File: src/rtl/prefix_add_arbiter.sv
// Round-robin arbiter granting NREQ requesters access to one shared adder.
// Each operation runs IDLE (grant) -> EXEC (adder) -> RESP (held result).
module prefix_add_arbiter #(
  parameter int NREQ = 4,
  parameter int W    = 16
) (
  input  logic            clk,
  input  logic            rst_n,
  input  logic [NREQ-1:0] req_valid,
  output logic [NREQ-1:0] req_ready,
  input  logic [NREQ*W-1:0] req_a,
  input  logic [NREQ*W-1:0] req_b,
  input  logic [NREQ-1:0] req_cin,
  output logic [W-1:0]    add_a,
  output logic [W-1:0]    add_b,
  output logic            add_cin,
  input  logic [W-1:0]    add_sum,
  input  logic            add_carry,
  output logic            rsp_valid,
  input  logic            rsp_ready,
  output logic [1:0]      rsp_id,
  output logic [W-1:0]    rsp_sum,
  output logic            rsp_carry
);

  typedef enum logic [1:0] {
    IDLE,
    EXEC,
    RESP
  } state_t;

  state_t state;
  state_t state_nx;

  logic [1:0]   ptr;
  logic [W-1:0] op_a;
  logic [W-1:0] op_b;
  logic         op_cin;
  logic [1:0]   op_id;

  logic [1:0]   gnt_id;
  logic         gnt_any;
  logic         take;

  // Walk downward so the lowest offset from ptr wins.
  always_comb begin
    gnt_id  = ptr;
    gnt_any = 1'b0;
    for (int k = NREQ - 1; k >= 0; k--) begin
      if (req_valid[(int'(ptr) + k) % NREQ]) begin
        gnt_id  = 2'((int'(ptr) + k) % NREQ);
        gnt_any = 1'b1;
      end
    end
  end

  assign take = rst_n && (state == IDLE) && gnt_any;

  always_comb begin
    req_ready = '0;
    if (take) begin
      req_ready[gnt_id] = 1'b1;
    end
  end

  always_comb begin
    state_nx = state;
    unique case (state)
      IDLE:    if (gnt_any) state_nx = EXEC;
      EXEC:    state_nx = RESP;
      RESP:    if (rsp_ready) state_nx = IDLE;
      default: state_nx = IDLE;
    endcase
  end

  always_ff @(posedge clk or negedge rst_n) begin
    if (!rst_n) begin
      state     <= IDLE;
      ptr       <= '0;
      op_a      <= '0;
      op_b      <= '0;
      op_cin    <= 1'b0;
      op_id     <= '0;
      rsp_id    <= '0;
      rsp_sum   <= '0;
      rsp_carry <= 1'b0;
    end else begin
      state <= state_nx;
      if (take) begin
        op_a   <= req_a[int'(gnt_id)*W +: W];
        op_b   <= req_b[int'(gnt_id)*W +: W];
        op_cin <= req_cin[gnt_id];
        op_id  <= gnt_id;
        ptr    <= gnt_id + 2'd1;
      end
      if (state == EXEC) begin
        rsp_sum   <= add_sum;
        rsp_carry <= add_carry;
        rsp_id    <= op_id;
      end
    end
  end

  // Operand registers only change on a handshake, so the adder inputs
  // hold steady through IDLE and RESP.
  assign add_a     = op_a;
  assign add_b     = op_b;
  assign add_cin   = op_cin;
  assign rsp_valid = (state == RESP);

endmodule

File: config.mk
export PLATFORM = sky130hd
export DESIGN_NAME = prefix_add_arbiter
export DESIGN_NICKNAME = d
export VERILOG_FILES = /design/src/rtl/prefix_add_arbiter.sv
export SDC_FILE = /design/constraint.sdc
export NUM_CORES = 1
export LEC_CHECK = 0
export BUFFER_PORTS_ARGS = -buffer_cell sky130_fd_sc_hd__buf_2
export CORE_AREA = 4 4 91 102
export DETAILED_ROUTE_END_ITERATION = 16
export DIE_AREA = 0 0 95 106
export PLACE_DENSITY = 0.74
export SYNTH_ARGS = -nofsm -noshare
export SYNTH_HDL_FRONTEND = slang
export SYNTH_SLANG_ARGS = --single-unit
File: constraint.sdc
create_clock -name clk -period 2.2 [get_ports clk]
set_input_delay 0.33 -clock clk [delete_from_list [all_inputs] [get_ports clk]]
set_output_delay 0.33 -clock clk [all_outputs]
set_load 0.03 [all_outputs]
-- Yosys cells after proc, flatten, opt, wreduce, memory -nomap -nowiden
Index checks and enable logic that the tools add are counted.
- register bits after elaboration: 58
- output and inout port bits: 57
- $lt $le $gt $ge: 6
- shifts and indexed selects: 2
- bitwise logic cells: 3
- reduce and logical (&&, ||, !) cells: 8
- eq/ne operators: 4
- $add $sub $neg: 4
- muxes and demuxes: 27
- operators by type and width (cell ; count):
    variable part select 64 x 7 -> 16 bit ; 2
    2-to-1 mux 1 bit ; 13
    < comparator 3 x 4 -> 1 bit, second input constant ; 3
    2-to-1 mux 2 bit ; 6
    binary-select mux 1 bit (select 2 bit) ; 5
    < comparator 2 x 3 -> 1 bit, second input constant ; 2
    one-hot mux 2 bit (3 select lines) ; 1
    OR reduction 2 bit ; 3
    adder 2 x 1 -> 2 bit, second input constant ; 2
    adder 2 bit, second input constant ; 2
    2-to-1 mux 4 bit ; 1
    bitwise AND 1 bit, first input constant ; 3
    logical AND 1 bit ; 3
    demux 1 bit (select 2 bit) ; 1
    equality test 2 x 1 -> 1 bit, second input constant ; 1
    equality test 2 bit, second input constant ; 1
    greater-or-equal comparator 2 x 1 -> 1 bit, second input constant ; 1
    zero test 2 bit ; 1
    inequality test 2 x 1 -> 1 bit, second input constant ; 1
    inequality test 2 bit, second input constant ; 1
    AND reduction 2 bit ; 1

-- Depth between registers and ports, before layout
Gate-level depths: netlist of run 1.
- depth after elaboration: 15
- depth in mapped cells: 7
- depth with buffers taken out: 5

-- Worst setup path after synthesis of run 1
No wires, ideal clock.
- kind: flip-flop to output port
- from: register ptr[1]
- to: output req_ready[2]
- data arrival time: 2.010 ns
- buffers on the path: 2
- data required time: 1.870 ns
- cell stages (with the launch flop): 7
- setup slack: -0.140 ns
- path through: dfrtp_1 nor3b_1 a221oi_2 and2_1 buf_2 buf_2 nor3_1
- word-level cells in the longest chain between the ends: 13
- ends and longest elaborated chain (item ; line ; RTL):
    start, declared ; 35 ; logic [1:0] ptr;
    start signal, assigned ; 94 ; ptr <= gnt_id + 2'd1;
    adder 2 bit ; 50, 51 ;
    binary-select mux 1 bit (select 2 bit) ; 50 ; if (req_valid[(int'(ptr) + k) % NREQ]) begin
    2-to-1 mux 1 bit (implied by the code) (2 in a row) ; 50 ;
    2-to-1 mux 2 bit (4 in a row) ; 50 ;
    < comparator 2 x 3 -> 1 bit (implied by the code) or greater-or-equal comparator 2 x 1 -> 1 bit (tied branches) ; 62 ; req_ready[gnt_id] = 1'b1;
    logical AND 1 bit (implied by the code) ; 62 ;
    2-to-1 mux 1 bit (implied by the code) ; 62 ;
    demux 1 bit (select 2 bit) ; 62 ;
    2-to-1 mux 4 bit * ; 61 ; if (take) begin
    end, declared ; 10 ; output logic [NREQ-1:0] req_ready,
Every way passes the cells marked *; elsewhere a longest branch is shown, timed or not. The select of a mux whose other input is x is not followed.

-- Final worst setup path of run 1
- from: register ptr[0]
- to: output req_ready[3]
The elaborated chain is that of the path after synthesis.

==> impl_metrics.env, run 1 <==
export IMPL_period_needed_ns=2.17
export IMPL_clk_pin_slew_ns=0.07
export IMPL_power_internal_mw=3.75
export IMPL_pwr_share_seq_pct=27.3
export IMPL_ys_top_cells_by_count="nand2_1 (69), dfrtp_1 (58), nor2_1 (40), a2111oi_0 (33), a311oi_1 (33)"
export IMPL_synth_most_common_cell="nand2_1"
export IMPL_globalplace_congestion=0.867
export IMPL_cp_num_buf_inv=2
export IMPL_synth_top_area_share_pct=44.9
export IMPL_fin_hold_ws_ns=0.184
export IMPL_power_switching_mw=3.31
export IMPL_clock_sinks=58
export IMPL_grt_pass1_wl_mm=17.6
export IMPL_drt_total_wl_mm=11.6
export IMPL_end_kind="output port"
export IMPL_ys_types=31
export IMPL_num_antenna_cells=0
export IMPL_first_global_vias=3595
export IMPL_period_share_pct=98.9
export IMPL_cts_tree="yes"
export IMPL_crit_path_top_delay_cell="dfrtp_2"
export IMPL_worstPathCellList="nand2b_1 > a221oi_4 > nand2_2 > buf_12 > nor3_4 > buf_6"
export IMPL_swShare_pct=46.9
export IMPL_synth_top_cell_by_area="dfrtp_1"
export IMPL_row_count=35
export IMPL_layout_nets=728
export IMPL_ys_warn_count=0
export IMPL_synthesis_area_sq_um=3240
export IMPL_critPathRequiredTime_ns=1.87
export IMPL_start_util_pct=39.3
export IMPL_r2r_slack_ns=0.09
export IMPL_wl_per_cell_um=16.9
export IMPL_hpwl_mm=8.51
export IMPL_stdcell_count=688
export IMPL_clkLatencyLatePin_ns=0.34
export IMPL_critPathMaxFanout=5
export IMPL_maxSlewHeadroom_pct=39.7
export IMPL_io_pins=213
export IMPL_drive_gt1_share_pct=52.2
export IMPL_r2r_end="add_a[10]$_DFFE_PN0P_"
export IMPL_final_max_slew_viol_count=0
export IMPL_cap_violations=0
export IMPL_worst_r2r_cell_count=7
export IMPL_vdd_drop_max_uv=616
export IMPL_cp_startpoint="ptr[0]$_DFFE_PN0P_"
export IMPL_ys_seq_area_share_pct=44.9
export IMPL_critPathMaxStageDelay_ns=0.42
export IMPL_worst_pin_slew_ns=0.904
export IMPL_final_setup_skew_ns=0.00869
export IMPL_pwr_share_comb_pct=58.4
export IMPL_track_usage_pct=22.2
export IMPL_synth_area_leaders="dfrtp_1 (45%), a2111oi_0 (8.9%), a311oi_1 (8.9%), nand2_1 (8.0%), mux2_2 (6.6%)"
export IMPL_clockBufferDepth=2
export IMPL_cts_root_buffer_cell="clkbuf_8"
export IMPL_overflow=0
export IMPL_reg2reg_from="ptr[0]$_DFFE_PN0P_"
export IMPL_drtAntennaViolNets=0
export IMPL_syn_to_final_growth_pct=52.1
export IMPL_rsz0062_at_grt="yes"
export IMPL_postSynthCellCount=352
export IMPL_antenna_found_initial=0
export IMPL_cts_inserted_buffers=9
export IMPL_finish_utilization_pct=59.8
export IMPL_setup_viol=0
export IMPL_synth_fp_nets=508
export IMPL_dr_pass1_iters=5
export IMPL_dieWidth_um=95
export IMPL_hp_class="in -> async"
export IMPL_vias=3730
export IMPL_worstSetupPathType="reg -> out"
export IMPL_synth_area_per_cell_sq_um=9.19
export IMPL_power_frac_clock_pct=14.4
export IMPL_grt_max_degree=59
export IMPL_dpl_cell_count=663
export IMPL_finalHoldViolations=0
export IMPL_cp_arrival_ns=1.84
export IMPL_power_density_nw_per_um2=1440
export IMPL_chipHeight_um=106
export IMPL_total_power_mw=7.06
export IMPL_async_reset_ff_share_pct=100
export IMPL_p_leak_nw=2.41
export IMPL_die_area_sq_um=10100
export IMPL_cp_top_family="flip-flops"
export IMPL_drt_vias_per_instance=5.42
export IMPL_synth_edff_count=0
export IMPL_htreeDepth=3
export IMPL_ys_ff_latch=58
export IMPL_core_sq_um=8230
export IMPL_max_freq_mhz=460
export IMPL_ys_flop_type="dfrtp_1"
export IMPL_drt_first_iter_violations=176
export IMPL_drc=0
export IMPL_status="finished clean"
export IMPL_critPathLaunchType="register"
export IMPL_portBuffers=212
## layer usage
layer | up-vias | global-route usage (%) | routed length (um)
li1 | 1755 | - | -
met2 | 191 | 38.0 | 5830
met3 | 15 | 5.24 | 1070
met4 | 0 | 5.98 | 142
met5 | - | 0 | 0
met1 | 1769 | 27.8 | 4590
## power groups by stage
stage / Clock [mW] / Sequential, mW / Combinational (mW)
final: 1.01 / 1.93 / 4.12
after global routing: 1.09 / 1.99 / 4.44
after CTS: 1.04 / 1.92 / 4.04
after detailed placement: 0 / 1.93 / 3.87
after global placement: 0 / 1.92 / 3.80
after floorplan: 0 / 2.86 / 1.62
## worst reg2reg max path: stages (launching register included)
cell       delay (ns)
dfrtp_2          0.42
nand2b_1         0.12
a221oi_4         0.36
nand2_2          0.13
buf_4            0.16
buf_4            0.19
a2111oi_0        0.49
a311oi_1         0.09
## stage by stage
step	TNS [ns]	cell area, sq um	setup slack [ns]
2_1_floorplan	0	3250	0.000798
6_report	0	4920	0.0252
5_1_grt	-0.101	4920	-0.0476
3_3_place_gp	0	4540	0.0986
4_1_cts	-0.00101	4850	-0.00101
3_5_place_dp	-0.00402	4540	-0.00402
## area by class of cell
cell class | instances | area [sq um]
tap | 111 | 139
fill | 766 | 3310
sequential | 58 | 1450
clock inverter | 5 | 52.6
clock buffer | 11 | 151
timing repair buffer | 244 | 1390
multi-input combinational | 256 | 1720
inverter | 3 | 11.3
## state kept, by name, summed over array words and instances (netlist names)
name	count
add_a	16
add_b	16
add_cin	1
op_id	2
ptr	2
rsp_carry	1
rsp_id	2
rsp_sum	16
state	2
## placed cells by master, fill, tap and decap left out, types with 2 or more instances in the layout
cell	n
a2111oi_1	7
and3_1	32
nand2_1	67
a2111oi_0	20
a2111oi_2	6
nand2b_1	3
nand2_2	2
inv_1	3
buf_4	29
a31o_2	2
buf_6	2
a311oi_1	33
a21oi_1	3
clkbuf_8	11
mux2_2	19
o21ai_0	3
dfrtp_1	57
clkinv_2	3
nor2_1	40
buf_12	4
buf_2	208
## worst max path at each step
stage / to / slack (ns) / cells after the start
6_report: req_ready[3] / 0.03 / 6
5_1_grt: req_ready[3] / -0.05 / 6
4_1_cts: req_ready[3] / -0.001 / 6
3_5_place_dp: add_a[5]$_DFFE_PN0P_ / -0.004 / 7
3_3_place_gp: add_a[0]$_DFFE_PN0P_ / 0.1 / 7
2_1_floorplan: req_ready[0] / 0.0008 / 7
## cell families after synthesis
logic type	share of synthesized area, %
multiplexers	6.92
AND/OR/NAND/NOR	22.1
flip-flops	44.9
buffers and inverters	5.41
AO/OA/AOI/OAI	20.4
XOR/XNOR	0.271
## timing repair
item | 4_1_cts | 5_1_grt
gates resized for setup | 7 | 26
endpoints found under the setup margin | 4 | 27
setup buffers | 7 | 1
cloned | 1 | 0
pin swaps | 3 | 3
hold buffers | 0 | 0
(Power assumes the default switching activity.)
==> run 2: changes to the inputs <==
--- a/config.mk
+++ b/config.mk
@@ -6,10 +6,10 @@
 export NUM_CORES = 1
 export LEC_CHECK = 0
 export BUFFER_PORTS_ARGS = -buffer_cell sky130_fd_sc_hd__buf_2
-export CORE_AREA = 4 4 91 102
+export CORE_AREA = 8 8 95 106
 export DETAILED_ROUTE_END_ITERATION = 16
-export DIE_AREA = 0 0 95 106
-export PLACE_DENSITY = 0.74
+export DIE_AREA = 0 0 103 114
+export PLACE_DENSITY = 0.81
 export SYNTH_ARGS = -nofsm -noshare
 export SYNTH_HDL_FRONTEND = slang
 export SYNTH_SLANG_ARGS = --single-unit
==> impl_metrics.env, run 2 (synthesis results as in run 1) <==
export IMPL_status="finished with violations"
export IMPL_violations="setup timing"
export IMPL_drt_total_wl_mm=12.8
export IMPL_total_power_mw=7.39
export IMPL_drtAntennaViolNets=0
export IMPL_track_usage_pct=20.8
export IMPL_dr_max_layer_used="met4"
export IMPL_final_setup_skew_ns=0.00629
export IMPL_cp_top_family="simple AND/OR/NAND/NOR gates"
export IMPL_globalplace_congestion=0.855
export IMPL_core_sq_um=8230
export IMPL_overflow=0
export IMPL_max_freq_mhz=448
export IMPL_clockBufferDepth=2
export IMPL_htreeDepth=3
export IMPL_most_common_layout_cells="buf_2 (208), nand2_1 (67), dfrtp_1 (58), nor2_1 (38), buf_4 (36)"
export IMPL_end_kind="output port"
export IMPL_setup_viol=2
export IMPL_worstSetupPathType="reg -> out"
export IMPL_worst_pin_slew_ns=0.584
export IMPL_fin_hold_ws_ns=0.0427
export IMPL_critPathMaxFanout=4
export IMPL_hp_class="in -> async"
export IMPL_place_area_sq_um=4550
export IMPL_design_area_sq_um=5030
export IMPL_grt_max_degree=41
export IMPL_seq_area_sq_um=1450
export IMPL_clk_pin_slew_ns=0.07
export IMPL_wl_met3_mm=1.42
export IMPL_grt_pass1_wl_mm=19.6
export IMPL_cap_violations=0
export IMPL_multi_input_area_sq_um=1690
export IMPL_drc=0
export IMPL_cts_tree="yes"
export IMPL_vdd_drop_max_uv=699
export IMPL_portBuffers=212
export IMPL_cts_inserted_buffers=9
export IMPL_drt_first_iter_violations=234
export IMPL_finalHoldViolations=0
export IMPL_hpwl_mm=9.47
export IMPL_antenna_found_initial=0
export IMPL_clock_sinks=58
export IMPL_worstPathCellList="nor3b_2 > or4_4 > o21ai_4 > nand2_2 > nor2_2 > buf_6"
export IMPL_cp_num_buf_inv=1
export IMPL_layout_commonest_cell="buf_2"
export IMPL_setup_tns_ns=-0.0594
export IMPL_critPathLaunchType="register"
export IMPL_setup_ws_ns=-0.0345
export IMPL_period_share_pct=102
export IMPL_clkLatencyLatePin_ns=0.33
export IMPL_cp_arrival_ns=1.90
export IMPL_start_util_pct=39.3
export IMPL_chipHeight_um=114
export IMPL_first_global_vias=4224
export IMPL_rsz0062_at_grt="yes"
export IMPL_preCtsSetupSlack_ns=0.0330
export IMPL_num_antenna_cells=0
export IMPL_row_count=35
export IMPL_die_area_sq_um=11700
export IMPL_period_needed_ns=2.23
export IMPL_cts_root_buffer_cell="clkbuf_8"
export IMPL_critPathMaxStageDelay_ns=0.53
export IMPL_io_pins=213
export IMPL_drt_vias_per_instance=5.45
export IMPL_drive_gt1_share_pct=51.9
export IMPL_dieWidth_um=103
export IMPL_dr_pass1_iters=5
export IMPL_dr_wl_met2_mm=6.48
export IMPL_wl_per_cell_um=18.4
export IMPL_fillers=750
export IMPL_final_max_slew_viol_count=0
export IMPL_maxSlewHeadroom_pct=60.7
export IMPL_critPathRequiredTime_ns=1.87
export IMPL_power_density_nw_per_um2=1470
export IMPL_syn_to_final_growth_pct=55.4
export IMPL_crit_path_top_delay_cell="or4_4"
export IMPL_cts_hold_buf=0
export IMPL_p_leak_nw=2.48
export IMPL_layout_nets=739
export IMPL_m1WireLength_mm=4.71
export IMPL_vias=3811
## run 2: cell count changes in the layout (fill, tap and decap cells not counted), moves of 3 or more
cell | before | now
buf_6 | 2 | 5
a2111oi_0 | 20 | 31
a2111oi_2 | 6 | 0
a2111oi_1 | 7 | 2
clkinv_2 | 3 | 0
buf_4 | 29 | 36
## run 2: final cells by class
| class | count | area share, % |
|---|---|---|
| Clock inverter | 6 | 2.29 |
| Tap cell | 111 | 2.76 |
| Clock buffer | 10 | 2.54 |
| Sequential cell | 58 | 28.9 |
| Inverter | 3 | 0.224 |
| Timing Repair Buffer | 255 | 29.8 |
| Multi-Input combinational cell | 256 | 33.5 |
## run 2: repair_timing
item,in CTS,in global routing
buffers inserted,6,10
endpoints found under the setup margin,4,8
resized for setup,10,11
pin swaps,3,5
cloned,0,2
## run 2: path summary, 6_finish.rpt
check	startpoint	to	slack (ns)	depth (start not counted)
setup reg to reg	ptr[0]$_DFFE_PN0P_	add_b[9]$_DFFE_PN0P_	0.09	7
min in group clk	rsp_ready	state[1]$_DFFE_PN0P_	0.19	2
hold / removal	rst_n	rsp_sum[2]$_DFFE_PN0N_	0.04	2
hold reg to reg	state[0]$_DFFE_PN0P_	state[0]$_DFFE_PN0P_	0.49	1
max in group asynchronous	rst_n	add_b[13]$_DFFE_PN0P_	1.83	2
setup / recovery	ptr[1]$_DFFE_PN0P_	req_ready[0]	-0.03	6
## run 2: worst register-to-register path: stages (launching register included)
cell and delay, ns:
dfrtp_1 0.42, nand2b_1 0.13, a221oi_4 0.37, nand2_4 0.13
buf_4 0.17, buf_12 0.15, a2111oi_0 0.50, a311oi_1 0.10
## run 2: power by group
group	switching, mW	internal, mW	total [mW]
clock	0.445	0.756	1.20
sequential	0.297	1.61	1.91
combinational	2.63	1.65	4.28
total	3.37	4.02	7.39
## run 2: layer usage
| layer | global-route usage, % | vias up |
|---|---|---|
| met1 | 22.6 | 1787 |
| met5 | 0 | - |
| li1 | - | 1771 |
| met4 | 8.60 | 0 |
| met3 | 8.04 | 24 |
| met2 | 35.1 | 229 |
## run 2: per-stage QoR
stage               util (%)  instances
floorplan                  -        352
detailed placement      55.3        665
CTS                     59.1        687
finish                  61.1        699
global placement        55.3        665
global route            61.1        699
